===== src/rtl/elevator_scheduler.sv =====
// SCAN-policy car scheduler: chooses direction, times travel and door, clears served requests.
// Define ELEV_IDLE_HOME_EN to build the idle-homing trip back to level 0.
module elevator_scheduler #(
  parameter int unsigned LEVELS        = 8,
  parameter int unsigned LEVEL_W       = $clog2(LEVELS),
  parameter int unsigned TRAVEL_CYCLES = 4,
  parameter int unsigned DOOR_CYCLES   = 3,
  parameter int unsigned HOME_DELAY    = 16
) (
  input  logic               clk,
  input  logic               reset,
  input  logic [LEVELS-1:0]  active_in_levels,
  input  logic [LEVELS-1:0]  active_out_up_levels,
  input  logic [LEVELS-1:0]  active_out_down_levels,
  output logic [LEVELS-1:0]  inactivate_in_levels,
  output logic [LEVELS-1:0]  inactivate_out_up_levels,
  output logic [LEVELS-1:0]  inactivate_out_down_levels,
  output logic [LEVEL_W-1:0] current_level,
  output logic               direction,
  output logic               moving,
  output logic               door_open
);

  localparam logic [1:0] ST_IDLE   = 2'd0;
  localparam logic [1:0] ST_MOVE   = 2'd1;
  localparam logic [1:0] ST_ARRIVE = 2'd2;
  localparam logic [1:0] ST_OPEN   = 2'd3;

  localparam int unsigned TMAX    = (TRAVEL_CYCLES > DOOR_CYCLES) ? TRAVEL_CYCLES : DOOR_CYCLES;
  localparam int unsigned TIMER_W = $clog2(TMAX + 1);
  localparam logic [TIMER_W-1:0] TRAVEL_LOAD = TIMER_W'(TRAVEL_CYCLES - 1);
  localparam logic [TIMER_W-1:0] DOOR_LOAD   = TIMER_W'(DOOR_CYCLES - 1);
  localparam logic [LEVEL_W-1:0] TOP_LEVEL   = LEVEL_W'(LEVELS - 1);

  logic [1:0]         state_q, state_d;
  logic [LEVEL_W-1:0] level_q, level_d;
  logic               dir_q, dir_d;
  logic [TIMER_W-1:0] timer_q, timer_d;
  logic [LEVELS-1:0]  clr_in_q, clr_in_d;
  logic [LEVELS-1:0]  clr_up_q, clr_up_d;
  logic [LEVELS-1:0]  clr_dn_q, clr_dn_d;
  logic               moving_q, moving_d;
  logic               door_q, door_d;

  logic [LEVELS-1:0]  req;
  logic               above, below, here;
  logic               in_here, up_here, dn_here, hall_fwd;
  logic               stop_here, opp_only, ahead;
  logic               new_in, new_hall;
  logic               enter_open, open_dir;

`ifdef ELEV_IDLE_HOME_EN
  localparam int unsigned HOME_W = $clog2(HOME_DELAY + 1);
  logic [HOME_W-1:0]  idle_cnt_q, idle_cnt_d;
  logic               home_q, home_d;
`else
  // HOME_DELAY only matters when homing is built
  if (HOME_DELAY == 0) begin : g_home_unused
  end
`endif

  // Request summary relative to the car position
  always_comb begin : req_scan
    req   = active_in_levels | active_out_up_levels | active_out_down_levels;
    above = 1'b0;
    below = 1'b0;
    for (int unsigned i = 0; i < LEVELS; i++) begin
      if (LEVEL_W'(i) > level_q) above = above | req[i];
      if (LEVEL_W'(i) < level_q) below = below | req[i];
    end
    here      = req[level_q];
    in_here   = active_in_levels[level_q];
    up_here   = active_out_up_levels[level_q];
    dn_here   = active_out_down_levels[level_q];
    hall_fwd  = dir_q ? up_here : dn_here;
    stop_here = dir_q ? (in_here | up_here | (dn_here & ~above))
                      : (in_here | dn_here | (up_here & ~below));
    opp_only  = ~(in_here | hall_fwd);
    ahead     = dir_q ? above : below;
    // a bit pulsed last cycle is still visible until the latch clears it
    new_in    = in_here & ~clr_in_q[level_q];
    new_hall  = dir_q ? (up_here & ~clr_up_q[level_q]) : (dn_here & ~clr_dn_q[level_q]);
  end

  always_comb begin : next_state
    state_d    = state_q;
    level_d    = level_q;
    dir_d      = dir_q;
    timer_d    = timer_q;
    clr_in_d   = '0;
    clr_up_d   = '0;
    clr_dn_d   = '0;
    enter_open = 1'b0;
    open_dir   = dir_q;
`ifdef ELEV_IDLE_HOME_EN
    home_d     = home_q;
`endif
    case (state_q)
      ST_IDLE: begin
        if (here) begin
          enter_open = 1'b1;
          open_dir   = opp_only ? ~dir_q : dir_q;
        end else if (above || below) begin
          state_d = ST_MOVE;
          timer_d = TRAVEL_LOAD;
          if (above && !below)      dir_d = 1'b1;
          else if (below && !above) dir_d = 1'b0;
        end
`ifdef ELEV_IDLE_HOME_EN
        else if ((level_q != '0) && (idle_cnt_q == HOME_W'(HOME_DELAY - 1))) begin
          state_d = ST_MOVE;
          timer_d = TRAVEL_LOAD;
          dir_d   = 1'b0;
          home_d  = 1'b1;
        end
`endif
      end
      ST_MOVE: begin
        if (timer_q == '0) begin
          state_d = ST_ARRIVE;
          if (dir_q && (level_q != TOP_LEVEL))     level_d = level_q + LEVEL_W'(1);
          else if (!dir_q && (level_q != '0))      level_d = level_q - LEVEL_W'(1);
        end else begin
          timer_d = timer_q - TIMER_W'(1);
        end
      end
      ST_ARRIVE: begin
        if (stop_here) begin
          enter_open = 1'b1;
          open_dir   = opp_only ? ~dir_q : dir_q;
        end else if (ahead) begin
          state_d = ST_MOVE;
          timer_d = TRAVEL_LOAD;
        end
`ifdef ELEV_IDLE_HOME_EN
        else if (home_q && (req == '0) && (level_q != '0)) begin
          state_d = ST_MOVE;
          timer_d = TRAVEL_LOAD;
        end
`endif
        else begin
          state_d = ST_IDLE;
        end
      end
      default: begin
        if (new_in || new_hall) begin
          timer_d           = DOOR_LOAD;
          clr_in_d[level_q] = new_in;
          clr_up_d[level_q] = new_hall & dir_q;
          clr_dn_d[level_q] = new_hall & ~dir_q;
        end else if (timer_q == '0) begin
          state_d = ST_IDLE;
        end else begin
          timer_d = timer_q - TIMER_W'(1);
        end
      end
    endcase

    if (enter_open) begin
      state_d           = ST_OPEN;
      timer_d           = DOOR_LOAD;
      dir_d             = open_dir;
      clr_in_d[level_q] = in_here;
      clr_up_d[level_q] = up_here & open_dir;
      clr_dn_d[level_q] = dn_here & ~open_dir;
    end

`ifdef ELEV_IDLE_HOME_EN
    if (((state_q == ST_ARRIVE) && (req != '0)) ||
        ((state_d != ST_MOVE) && (state_d != ST_ARRIVE))) home_d = 1'b0;
    idle_cnt_d = ((state_q == ST_IDLE) && (state_d == ST_IDLE) && (req == '0) && (level_q != '0))
                 ? idle_cnt_q + HOME_W'(1) : '0;
`endif

    moving_d = (state_d == ST_MOVE);
    door_d   = (state_d == ST_OPEN);
  end

  always_ff @(posedge clk or negedge reset) begin : regs
    if (!reset) begin
      state_q  <= ST_IDLE;
      level_q  <= '0;
      dir_q    <= 1'b1;
      timer_q  <= '0;
      clr_in_q <= '0;
      clr_up_q <= '0;
      clr_dn_q <= '0;
      moving_q <= 1'b0;
      door_q   <= 1'b0;
    end else begin
      state_q  <= state_d;
      level_q  <= level_d;
      dir_q    <= dir_d;
      timer_q  <= timer_d;
      clr_in_q <= clr_in_d;
      clr_up_q <= clr_up_d;
      clr_dn_q <= clr_dn_d;
      moving_q <= moving_d;
      door_q   <= door_d;
    end
  end

`ifdef ELEV_IDLE_HOME_EN
  always_ff @(posedge clk or negedge reset) begin : home_regs
    if (!reset) begin
      idle_cnt_q <= '0;
      home_q     <= 1'b0;
    end else begin
      idle_cnt_q <= idle_cnt_d;
      home_q     <= home_d;
    end
  end
`endif

  assign inactivate_in_levels       = clr_in_q;
  assign inactivate_out_up_levels   = clr_up_q;
  assign inactivate_out_down_levels = clr_dn_q;
  assign current_level              = level_q;
  assign direction                  = dir_q;
  assign moving                     = moving_q;
  assign door_open                  = door_q;

endmodule


===== config.mk =====
export PLATFORM = sky130hd
export DESIGN_NAME = elevator_scheduler
export DESIGN_NICKNAME = d
export VERILOG_FILES = /design/src/rtl/elevator_scheduler.sv
export SDC_FILE = /design/constraint.sdc
export NUM_CORES = 1
export LEC_CHECK = 0
export ABC_AREA = 1
export CELL_PAD_IN_SITES_DETAIL_PLACEMENT = 0
export CELL_PAD_IN_SITES_GLOBAL_PLACEMENT = 1
export CORE_MARGIN = 2
export CORE_UTILIZATION = 37
export DETAILED_ROUTE_END_ITERATION = 16
export GPL_ROUTABILITY_DRIVEN = 0
export GPL_TIMING_DRIVEN = 1
export PLACE_DENSITY_LB_ADDON = 0.08
export REMOVE_ABC_BUFFERS = 1
export SLEW_MARGIN = 20
export SYNTH_ARGS = -nofsm -noshare
export SYNTH_HDL_FRONTEND = slang
export SYNTH_SLANG_ARGS = --single-unit

===== constraint.sdc =====
create_clock -name clk -period 2.3 [get_ports clk]
set_clock_uncertainty 0.05 [all_clocks]
set_input_delay 0.69 -clock clk [delete_from_list [all_inputs] [get_ports clk]]
set_output_delay 0.69 -clock clk [all_outputs]
set_load 0.01 [all_outputs]

==> metrics.txt <==
# TYPE chip_impl_metric gauge
chip_impl_metric{name="clock_network_power_share",unit=""} 0.116
chip_impl_metric{name="grt_start_max_net_pins",unit=""} 36
chip_impl_metric{name="floorplan.die.height",unit="um"} 92.90
chip_impl_metric{name="power.share.switching",unit=""} 0.4991
chip_impl_metric{name="floorplan.rows",unit=""} 32
chip_impl_metric{name="area_growth_syn_to_fin",unit="%"} 43.52
chip_impl_metric{name="vdd_ir_drop_max",unit="uV"} 887.3
chip_impl_metric{name="cts.sink_count",unit=""} 35
chip_impl_metric{name="finish.instance_area",unit="um2"} 4197
chip_impl_metric{name="ioPinCount",unit=""} 56
chip_impl_info{name="end_kind",value="output pin"} 1
chip_impl_metric{name="cp.arrival",unit="ps"} 1460
chip_impl_metric{name="number_of_global_route_vias_before_repair",unit=""} 3034
chip_impl_info{name="crit_type",value="flop to output pin"} 1
chip_impl_metric{name="worst-slew-pin-transition",unit="ps"} 700.1
chip_impl_info{name="run_status",value="finished, final reports clean"} 1
chip_impl_metric{name="critical-path-max-stage-delay",unit="ps"} 620
chip_impl_metric{name="htree_levels",unit=""} 2
chip_impl_metric{name="netlist.area_leader.share",unit=""} 0.2910
chip_impl_metric{name="port_buffers",unit=""} 55
chip_impl_metric{name="p_sw",unit="mW"} 2.520
chip_impl_info{name="critPathLaunchType",value="flop"} 1
chip_impl_metric{name="maxCapViolations",unit=""} 0
chip_impl_metric{name="number_of_drc_violations_after_detailed_routing",unit=""} 0
chip_impl_metric{name="power.leakage",unit="nW"} 2.379
chip_impl_metric{name="global_route_wire_length_before_repair",unit="um"} 14770
chip_impl_metric{name="worstSkewPairLatency",unit="ps"} 290
chip_impl_metric{name="tns",unit="ps"} 0
chip_impl_metric{name="hold_slack",unit="ps"} 527.4
chip_impl_metric{name="period_minus_slack",unit="ps"} 2202
chip_impl_metric{name="combPwrFrac",unit=""} 0.692
chip_impl_metric{name="synth_sequential_area_ratio",unit=""} 0.3000
chip_impl_info{name="dominantRegCellSynth",value="sky130_fd_sc_hd__dfrtp_1"} 1
chip_impl_metric{name="dr.pass1.iters",unit=""} 4
chip_impl_metric{name="synthesis.instances",unit=""} 429
chip_impl_metric{name="postLayoutCoreUtil",unit=""} 0.5459
chip_impl_metric{name="seq_power_share",unit=""} 0.192
chip_impl_metric{name="crit_fanout",unit=""} 7
chip_impl_metric{name="worstPathBufferInverterCount",unit=""} 1
chip_impl_metric{name="floorplan.initialDensity",unit=""} 0.3804
chip_impl_metric{name="viasPerCell",unit=""} 4.832
chip_impl_metric{name="maxSlewHeadroom",unit=""} 0.5321
chip_impl_metric{name="grt_antenna_before_repair",unit=""} 0
chip_impl_metric{name="dp_hpwl",unit="um"} 7131
chip_impl_metric{name="total_routing_resource_utilization_after_global_routing",unit=""} 0.2172
chip_impl_info{name="hp-class",value="flop to flop"} 1
chip_impl_metric{name="clk_pin_slew_worst_paths",unit="ps"} 80
chip_impl_metric{name="final_max_slew_viol_count",unit=""} 0
chip_impl_metric{name="crit_required",unit="ps"} 1560
chip_impl_metric{name="chipWidth",unit="um"} 92.90
chip_impl_info{name="rsz0062_at_grt",value="false"} 1
chip_impl_metric{name="ys_seq_elements",unit=""} 35
chip_impl_metric{name="clockBufferDepth",unit=""} 2
chip_impl_metric{name="drt_iter0_drc",unit=""} 174
chip_impl_info{name="synth_top_area_cell",value="sky130_fd_sc_hd__dfrtp_1"} 1
chip_impl_metric{name="avgRoutedWirePerCell",unit="um"} 14.21
chip_impl_metric{name="dpl-instance-area",unit="um2"} 3844
chip_impl_metric{name="cellInternalPower",unit="mW"} 2.528
chip_impl_metric{name="powerDensity",unit="nW/um2"} 1203
chip_impl_metric{name="grt_overflow_total",unit=""} 0
chip_impl_info{name="yosys-top-cells-area",value="sky130_fd_sc_hd__dfrtp_1 (29%), sky130_fd_sc_hd__nand2_1 (19%), sky130_fd_sc_hd__nand3_1 (6.0%)"} 1
chip_impl_info{name="tritoncts_clock_tree",value="yes"} 1
chip_impl_metric{name="mappedNetlistArea",unit="um2"} 2924
chip_impl_metric{name="drive_gt1_frac",unit=""} 0.2925
chip_impl_metric{name="fmax",unit="MHz"} 454.0
chip_impl_info{name="critical_path.cell_chain",value="clkdlybuf4s50_1"} 1
chip_impl_metric{name="detailroute.via_count",unit=""} 3054
chip_impl_metric{name="wirelength",unit="um"} 8983
chip_impl_metric{name="drtAntennaViolNets",unit=""} 0
chip_impl_info{name="crit_family",value="flip-flops"} 1
chip_impl_metric{name="finalHoldViolCount",unit=""} 0
chip_impl_info{name="cts-root-buf",value="sky130_fd_sc_hd__clkbuf_8"} 1
chip_impl_metric{name="asyncSetResetFlopFracSynth",unit=""} 1.000
chip_impl_metric{name="synth-edff-count",unit=""} 0
chip_impl_metric{name="core_region_area",unit="um2"} 7687
chip_impl_metric{name="die_area",unit="um2"} 8629
chip_impl_info{name="timing.critical_path.slowest_stage_cell",value="sky130_fd_sc_hd__dfstp_2"} 1
chip_impl_metric{name="avgSynthCellArea",unit="um2"} 6.816
chip_impl_metric{name="setup_violations",unit=""} 0
chip_impl_metric{name="nNetsFinal",unit=""} 563
chip_impl_metric{name="layout_worst_path_cycle_share",unit=""} 0.9576
chip_impl_metric{name="synth.distinct_cells",unit=""} 37
chip_impl_metric{name="ys_warn_count",unit=""} 0
chip_impl_metric{name="insertedDiodeCount",unit=""} 0
chip_impl_metric{name="numCtsBuffers",unit=""} 5
## routing by layer
layer,vias to the layer above,track usage,routed length (um)
met5,-,0,0
met4,0,0.04902,108
met3,8,0.02766,361
met2,62,0.3527,4221
met1,1433,0.3084,4292
li1,1551,-,-
## final cells by class
cell class                      instances  area [um2]
Inverter                               54       212.7
Timing Repair Buffer                  105        1007
Sequential cell                        35       880.8
Tap cell                              102       127.6
Clock inverter                          2       35.03
Multi-Input combinational cell        328        1851
Fill cell                             768        3491
Clock buffer                            6       82.58
## Yosys cell counts (2+ instances only)
cell	number
sky130_fd_sc_hd__a21oi_1	10
sky130_fd_sc_hd__buf_6	8
sky130_fd_sc_hd__dfrtp_1	34
sky130_fd_sc_hd__ha_1	8
sky130_fd_sc_hd__inv_1	38
sky130_fd_sc_hd__inv_2	14
sky130_fd_sc_hd__inv_4	2
sky130_fd_sc_hd__nand2_1	151
sky130_fd_sc_hd__nand2_2	6
sky130_fd_sc_hd__nand2_4	9
sky130_fd_sc_hd__nand3_1	35
sky130_fd_sc_hd__nand3_2	6
sky130_fd_sc_hd__nand4_1	3
sky130_fd_sc_hd__nand4_2	2
sky130_fd_sc_hd__nor2_1	39
sky130_fd_sc_hd__nor2_2	9
sky130_fd_sc_hd__nor3_1	10
sky130_fd_sc_hd__nor3_2	2
sky130_fd_sc_hd__o21ai_0	7
sky130_fd_sc_hd__o21ai_1	5
sky130_fd_sc_hd__o21bai_2	8
sky130_fd_sc_hd__o22ai_1	7
sky130_fd_sc_hd__xor2_1	2
## stage by stage
stage / setup WS, ps / cells / total power [mW]
5_1_grt: 3.623 / 632 / 5.435
2_1_floorplan: -395.7 / 417 / 2.763
3_3_place_gp: -331.3 / 621 / 4.198
6_report: 97.55 / 632 / 5.048
4_1_cts: 0.7645 / 630 / 4.878
3_5_place_dp: -350.1 / 621 / 4.207
## cell families after synthesis
logic type | count (synthesis) | share of synthesized area
flip-flops | 35 | 0.3000
AO/OA/AOI/OAI | 41 | 0.09457
buffers and inverters | 66 | 0.1177
AND/OR/NAND/NOR | 276 | 0.4446
XOR/XNOR | 3 | 0.008988
adder cells (fa/ha/maj) | 8 | 0.03423
## state kept, by name, indices dropped and copies added, names as in the netlist
| register | cells |
|---|---|
| timer_q | 3 |
| door_open | 1 |
| inactivate_out_down_levels | 8 |
| direction | 1 |
| state_q | 2 |
| current_level | 3 |
| inactivate_out_up_levels | 8 |
| moving | 1 |
| inactivate_in_levels | 8 |
## cells in the final DEF, fill, tap and decap left out, drive strengths merged
master	instances
nand2	166
inv	54
buf	50
nor2	49
nand3	42
dfrtp	34
clkdlybuf4s50	31
dlymetal6s2s	23
o21ai	13
nor3	12
a21oi	10
ha	8
o21bai	8
o22ai	7
clkbuf	6
nand4	5
xor2	2
a21o	1
nand3b	1
o31ai	1
o221ai	1
or2	1
xnor2	1
bufinv	1
clkinv	1
dfstp	1
dlygate4sd2	1
## power by group through the flow
stage / Sequential, mW / Clock (mW) / Combinational (mW)
2_1_floorplan: 1.04 / 0 / 1.72
4_1_cts: 0.957 / 0.600 / 3.32
3_3_place_gp: 0.969 / 0 / 3.23
5_1_grt: 0.995 / 0.628 / 3.81
6_report: 0.969 / 0.586 / 3.49
3_5_place_dp: 0.966 / 0 / 3.24
## timing repair
item	4_1_cts	5_1_grt
hold buffers	0	0
buffers inserted	1	2
pin swaps	6	35
cloned	0	0
resized for setup	11	61
endpoints found under the setup margin	23	29
## path summary, 6_finish.rpt
kind / slack, ps / end / start / depth (start not counted)
max: 100 / direction / direction / 1
min in group asynchronous: 780 / inactivate_in_levels[6] / reset / 2
min: 530 / timer_q[2] / timer_q[2] / 2
max reg2reg: 140 / state_q[0] / current_level[0] / 15
max in group asynchronous: 1050 / current_level[1] / reset / 2
min reg2reg: 530 / timer_q[2] / timer_q[2] / 2
No activity file was read; power rests on OpenSTA's default activity.
